--- src/rtl/pb_intc_pkg.sv ---
// Shared constants for the PicoBlaze interrupt controller: register offsets,
// CTRL/VECTOR bit positions and the source-count ceiling.
package pb_intc_pkg;

  localparam int MAX_SOURCES = 16;

  // Register offsets within the 16-byte window
  localparam logic [3:0] OFF_STATUS_LO  = 4'h0;
  localparam logic [3:0] OFF_STATUS_HI  = 4'h1;
  localparam logic [3:0] OFF_ENABLE_LO  = 4'h2;
  localparam logic [3:0] OFF_ENABLE_HI  = 4'h3;
  localparam logic [3:0] OFF_PENDING_LO = 4'h4;
  localparam logic [3:0] OFF_PENDING_HI = 4'h5;
  localparam logic [3:0] OFF_MODE_LO    = 4'h6;
  localparam logic [3:0] OFF_MODE_HI    = 4'h7;
  localparam logic [3:0] OFF_VECTOR     = 4'h8;
  localparam logic [3:0] OFF_CTRL       = 4'h9;

  // CTRL register layout
  localparam int CTRL_W      = 2;
  localparam int GIE_BIT     = 0;
  localparam int ACK_CLR_BIT = 1;

  // VECTOR register valid flag position
  localparam int VEC_VALID_BIT = 7;

  // Mask with one bit set for every implemented source
  function automatic logic [MAX_SOURCES-1:0] src_mask(input int n);
    return 16'((32'd1 << n) - 32'd1);
  endfunction

endpackage

--- src/rtl/pb_intc_prio_enc.sv ---
// Lowest-index-first priority encoder over the 16 possible sources.
module pb_intc_prio_enc
  import pb_intc_pkg::*;
(
  input  logic [MAX_SOURCES-1:0] req_i,
  output logic                   valid_o,
  output logic [3:0]             id_o
);

  // Scan upward; the first set bit found wins
  always_comb begin
    valid_o = 1'b0;
    id_o    = 4'h0;
    for (int i = 0; i < MAX_SOURCES; i++) begin
      if (!valid_o && req_i[i]) begin
        valid_o = 1'b1;
        id_o    = 4'(i);
      end else begin
        id_o    = id_o;
      end
    end
  end

endmodule

--- src/rtl/pb_intc.sv ---
// PicoBlaze interrupt controller: per-source mask, pending latch and
// level/rising-edge mode, fixed-priority vector, single CPU interrupt line.
module pb_intc
  import pb_intc_pkg::*;
#(
  parameter logic [7:0] BASE_ADDRESS = 8'h80,
  parameter int         NUM_SOURCES  = 8
) (
  input  logic                   clk,
  input  logic                   reset,
  input  logic [7:0]             port_id,
  input  logic [7:0]             data_in,
  input  logic                   read_strobe,
  input  logic                   write_strobe,
  input  logic [NUM_SOURCES-1:0] irq_src,
  input  logic                   interrupt_ack,
  output logic [7:0]             data_out,
  output logic                   interrupt
);

  localparam logic [MAX_SOURCES-1:0] SRC_MASK = src_mask(NUM_SOURCES);

  logic [MAX_SOURCES-1:0] enable_q, enable_d;
  logic [MAX_SOURCES-1:0] pending_q, pending_d;
  logic [MAX_SOURCES-1:0] mode_q, mode_d;
  logic [MAX_SOURCES-1:0] src_q;
  logic [CTRL_W-1:0]      ctrl_q, ctrl_d;
  logic                   interrupt_q, interrupt_d;
  logic [7:0]             data_out_q, data_out_d;

  logic [MAX_SOURCES-1:0] irq_ext_s, set_s, status_s, w1c_s, ack_clr_s;
  logic                   sel_s, wr_s, vec_valid_s;
  logic [3:0]             off_s, vec_id_s;
  logic [7:0]             rd_data_s;
  logic                   unused_s;

  // The read mux is refreshed every cycle, so the strobe itself is not needed
  assign unused_s  = read_strobe;

  assign irq_ext_s = 16'(irq_src);
  assign sel_s     = (port_id[7:4] == BASE_ADDRESS[7:4]);
  assign off_s     = port_id[3:0];
  assign wr_s      = write_strobe & sel_s;
  assign status_s  = pending_q & enable_q;

  pb_intc_prio_enc u_prio_enc (
    .req_i   (status_s),
    .valid_o (vec_valid_s),
    .id_o    (vec_id_s)
  );

  // Set requests: level sources follow the input, edge sources fire on 0->1
  always_comb begin
    set_s = ((mode_q & irq_ext_s & ~src_q) | (~mode_q & irq_ext_s)) & SRC_MASK;
  end

  // Register writes and write-1-to-clear decode
  always_comb begin
    enable_d = enable_q;
    mode_d   = mode_q;
    ctrl_d   = ctrl_q;
    w1c_s    = 16'h0000;
    if (wr_s) begin
      case (off_s)
        OFF_ENABLE_LO:  enable_d[7:0]  = data_in;
        OFF_ENABLE_HI:  enable_d[15:8] = data_in;
        OFF_PENDING_LO: w1c_s[7:0]     = data_in;
        OFF_PENDING_HI: w1c_s[15:8]    = data_in;
        OFF_MODE_LO:    mode_d[7:0]    = data_in;
        OFF_MODE_HI:    mode_d[15:8]   = data_in;
        OFF_CTRL:       ctrl_d         = data_in[CTRL_W-1:0];
        default:        w1c_s          = 16'h0000;
      endcase
    end else begin
      w1c_s = 16'h0000;
    end
    enable_d = enable_d & SRC_MASK;
    mode_d   = mode_d & SRC_MASK;
  end

  // Pending update: a set beats any clear; clears from W1C and ack combine
  always_comb begin
    if (interrupt_ack && ctrl_q[ACK_CLR_BIT] && vec_valid_s) begin
      ack_clr_s = 16'h0001 << vec_id_s;
    end else begin
      ack_clr_s = 16'h0000;
    end
    pending_d   = (set_s | (pending_q & ~(w1c_s | ack_clr_s))) & SRC_MASK;
    interrupt_d = ctrl_q[GIE_BIT] & (|status_s);
  end

  // Read mux; unmapped offsets and foreign addresses return zero
  always_comb begin
    rd_data_s = 8'h00;
    case (off_s)
      OFF_STATUS_LO:  rd_data_s = status_s[7:0];
      OFF_STATUS_HI:  rd_data_s = status_s[15:8];
      OFF_ENABLE_LO:  rd_data_s = enable_q[7:0];
      OFF_ENABLE_HI:  rd_data_s = enable_q[15:8];
      OFF_PENDING_LO: rd_data_s = pending_q[7:0];
      OFF_PENDING_HI: rd_data_s = pending_q[15:8];
      OFF_MODE_LO:    rd_data_s = mode_q[7:0];
      OFF_MODE_HI:    rd_data_s = mode_q[15:8];
      OFF_VECTOR: begin
        if (vec_valid_s) begin
          rd_data_s[VEC_VALID_BIT] = 1'b1;
          rd_data_s[3:0]           = vec_id_s;
        end else begin
          rd_data_s = 8'h00;
        end
      end
      OFF_CTRL:       rd_data_s[CTRL_W-1:0] = ctrl_q;
      default:        rd_data_s = 8'h00;
    endcase
    if (sel_s) begin
      data_out_d = rd_data_s;
    end else begin
      data_out_d = 8'h00;
    end
  end

  // State registers; the source history tracks the input even in reset so a
  // source already high at release does not count as an edge
  always_ff @(posedge clk) begin
    if (!reset) begin
      enable_q    <= 16'h0000;
      pending_q   <= 16'h0000;
      mode_q      <= 16'h0000;
      ctrl_q      <= 2'b00;
      interrupt_q <= 1'b0;
      data_out_q  <= 8'h00;
      src_q       <= irq_ext_s;
    end else begin
      enable_q    <= enable_d;
      pending_q   <= pending_d;
      mode_q      <= mode_d;
      ctrl_q      <= ctrl_d;
      interrupt_q <= interrupt_d;
      data_out_q  <= data_out_d;
      src_q       <= irq_ext_s;
    end
  end

  assign data_out  = data_out_q;
  assign interrupt = interrupt_q;

endmodule

--- config.mk ---
export PLATFORM = sky130hd
export DESIGN_NAME = pb_intc
export DESIGN_NICKNAME = d
export VERILOG_FILES = /design/src/rtl/pb_intc_pkg.sv /design/src/rtl/pb_intc_prio_enc.sv /design/src/rtl/pb_intc.sv
export SDC_FILE = /design/constraint.sdc
export NUM_CORES = 1
export LEC_CHECK = 0
export ABC_AREA = 1
export CORE_MARGIN = 1.5
export CORE_UTILIZATION = 52
export CTS_CLUSTER_DIAMETER = 60
export DETAILED_ROUTE_END_ITERATION = 7
export MAX_ROUTING_LAYER = met4
export PLACE_DENSITY = 0.84
export SLEW_MARGIN = 20
export SYNTH_ARGS = -nofsm -noshare
export SYNTH_HDL_FRONTEND = slang
export SYNTH_SLANG_ARGS = --single-unit
--- constraint.sdc ---
create_clock -name clk -period 2 [get_ports clk]
set_input_delay 0.6 -clock clk [delete_from_list [all_inputs] [get_ports clk]]
set_output_delay 0.6 -clock clk [all_outputs]
set_load 0.01 [all_outputs]
==> flow_summary.json <==
{
  "yosys.area_share.simple_pct": 24.9,
  "die_area_sq_um": 4170,
  "syn_nets": 291,
  "worst_slack_ps": 217,
  "synth_compound_area_share_pct": 23.4,
  "grt_util_all_layers_pct": 29.4,
  "arrival_ps": 2000,
  "ys_seq_area_share_pct": 43.6,
  "crit_fanout": 7,
  "clkTransAtPathRegs_ps": 80,
  "hold_path_depth": 2,
  "cts_setup_buffers": 0,
  "synthAdderAreaFrac_pct": 0,
  "drv_slew": 0,
  "insertion_delay_ps": 300,
  "grt_pass1_wl_microns": 9090,
  "initial_core_util_pct": 53.9,
  "synth_area_sq_um": 1970,
  "power_density_nw_per_um2": 604,
  "fmax_ghz": 0.561,
  "skew_ps": 4.59,
  "finalHoldViolCount": 0,
  "num-nets-final": 350,
  "totalWireLength_microns": 5170,
  "fp.dieH_microns": 64.6,
  "areaGrowthSynthToFinish_pct": 32.9,
  "clock-sinks": 43,
  "hpwl_microns": 3900,
  "fillers": 311,
  "worst_hold_path_type": "reg -> reg",
  "num_antenna_cells": 0,
  "endpoint_kind": "register",
  "setup_viol_count_final": 0,
  "yosys.area.top_type": "dfxtp_1",
  "crit_required_ps": 2220,
  "root_buffer": "clkbuf_8",
  "start_kind": "primary input",
  "wl_per_cell_microns": 14.0,
  "rsz0062_at_grt": "false",
  "dieWidth_microns": 64.6,
  "coreArea_sq_um": 3660,
  "cts_hold_buf": 0,
  "synth-main-ff-cell": "dfxtp_1",
  "synth_cells": 262,
  "ir_drop_v": 0.000530,
  "vias": 1940,
  "drt-initial-drc-count": 117,
  "vias_per_cell": 5.24,
  "cts_buffer_depth": 2,
  "synthArstFlopShare_pct": 0,
  "yosysUniqueCellTypes": 29,
  "drive_gt1_share_pct": 17.4,
  "p_leak_uw": 0.00104,
  "cts-resized-gates": 0,
  "worst_pin_slew_ps": 321,
  "synth_area_leaders": "dfxtp_1 44%, nand2_1 9.1%, a21oi_1 7.9%",
  "htreeDepth": 2,
  "grt_pass1_vias": 1962,
  "place_congestion": 0.946,
  "yosysTopAreaCellShare_pct": 43.6,
  "overflow": 0,
  "ios": 38,
  "critPathKind": "in -> reg",
  "rr_worst_depth": 7,
  "cts_tree": "done",
  "dpl.cell_count": 362,
  "dpl_worst_slack_ps": -86.2,
  "min_period_ps": 1780,
  "dr.pass1.iters": 4,
  "max_slew_margin_pct": 78.6,
  "synth_xor_area_share_pct": 0,
  "outcome": "finished, final reports clean",
  "grt_max_degree": 13,
  "ys_seq_elements": 43,
  "synth_top_family_by_area": "simple AND/OR/NAND/NOR gates",
  "drc": 0,
  "period_share_pct": 89.1,
  "antenna_found_initial": 0,
  "synth.avg_cell_area_sq_um": 7.53,
  "row_count": 22,
  "synth_edf_count": 0,
  "ant_nets": 0,
  "numCtsBuffers": 5,
  "stdcell_count": 370,
  "ys_warn_count": 0,
  "drv_cap": 0,
  "muxShareOfSynthArea_pct": 0,
  "portBuffers": 36
}
==> state kept, by name (all words and copies together) (netlist names) <==
name       flops
mode_q         8
pending_q      8
data_out       8
src_q          8
ctrl_q         2
enable_q       8
interrupt      1
==> worst max-delay path, stage by stage <==
cell	delay, ps
clkdlybuf4s50_1	490
nor2_2	200
nand2_1	250
o22ai_1	230
nor2_1	60
a31oi_1	170
==> cells in the final DEF (no fill, tap or decap) <==
master,instances
o21bai_1,1
a31oi_1,1
nand4_4,1
buf_4,17
inv_2,4
buf_12,2
inv_1,32
a21oi_2,4
o21ai_2,4
nand3_2,1
a21boi_0,4
a211oi_1,2
clkinv_2,1
clkdlybuf4s50_1,36
nor3_1,3
o21ai_1,2
clkinv_1,1
nand2_4,1
nand2_1,48
a21oi_1,31
nand2_2,7
dfxtp_1,43
nor2_4,6
nor2_2,3
clkbuf_1,2
o21ai_0,23
clkbuf_8,5
o2111ai_1,1
nor2_1,19
nand4_1,2
nand3_1,8
o22ai_1,7
==> where the power goes <==
group | switching (uW) | internal (uW) | total, uW
sequential | 13.3 | 877 | 890
clock | 284 | 245 | 529
combinational | 78.3 | 86.1 | 164
total | 376 | 1210 | 1580
==> through the flow <==
stage | hold slack, ps | TNS (ps) | total power [uW] | utilization [%] | cell area, sq um
global route | 511 | 0 | 1660 | 71.6 | 2620
CTS | 482 | 0 | 1590 | 71.6 | 2620
global placement | 465 | -271 | 1070 | 69.4 | 2540
finish | 482 | 0 | 1580 | 71.6 | 2620
detailed placement | 471 | -755 | 1070 | 69.4 | 2540
floorplan | 439 | 0 | 970 | - | 1970
==> path summary, 6_finish.rpt <==
check,startpoint,to,slack (ps)
setup / recovery,port_id[0],data_out[1]$_SDFF_PN0_,220
hold / removal,ctrl_q[0]$_SDFFE_PN0P_,interrupt$_SDFF_PN0_,480
setup reg to reg,enable_q[2]$_SDFFE_PN0P_,pending_q[3]$_SDFF_PN0_,630
hold reg to reg,ctrl_q[0]$_SDFFE_PN0P_,interrupt$_SDFF_PN0_,480
==> kinds of logic (layout without fill, tap and decap cells) <==
logic type	Yosys count	count (layout)
compound gates	80	80
buf+inv	40	100
flops	43	43
simple gates	99	99
==> synth_stat cells, types with 2 or more instances <==
cell and count:
a211oi_1 2, nand4_1 2, dfxtp_1 43, a21oi_2 4, a21oi_1 31, o21ai_1 2
nand2_1 48, nand2_2 7, inv_2 4, o21ai_0 23, o22ai_1 7, a21boi_0 4
nor2_1 19, nor2_2 3, nor2_4 6, inv_1 32, nor3_1 3, nand3_1 8
o21ai_2 4
==> routing by layer <==
layer  wire length (microns)  track usage (%)  vias to the layer above  part of all wire, %
met5                       0                -                        -                    0
met4                     121             12.5                        0                  2.3
met3                     345             6.77                       12                  6.7
met2                    2390             46.6                       65                   46
met1                    2320             36.0                      883                   45
li1                        -                -                      980                    -
==> area by class of cell <==
class | count | area, sq um | share of cell area (%)
tap | 48 | 60.1 | 2.29
multi-input combinational | 179 | 953 | 36.4
timing repair buffer | 55 | 528 | 20.1
sequential | 43 | 861 | 32.8
inverter | 37 | 139 | 5.30
clock buffer | 7 | 76.3 | 2.91
clock inverter | 1 | 5.00 | 0.191
Note: power is estimated with default switching activity, not from simulation.
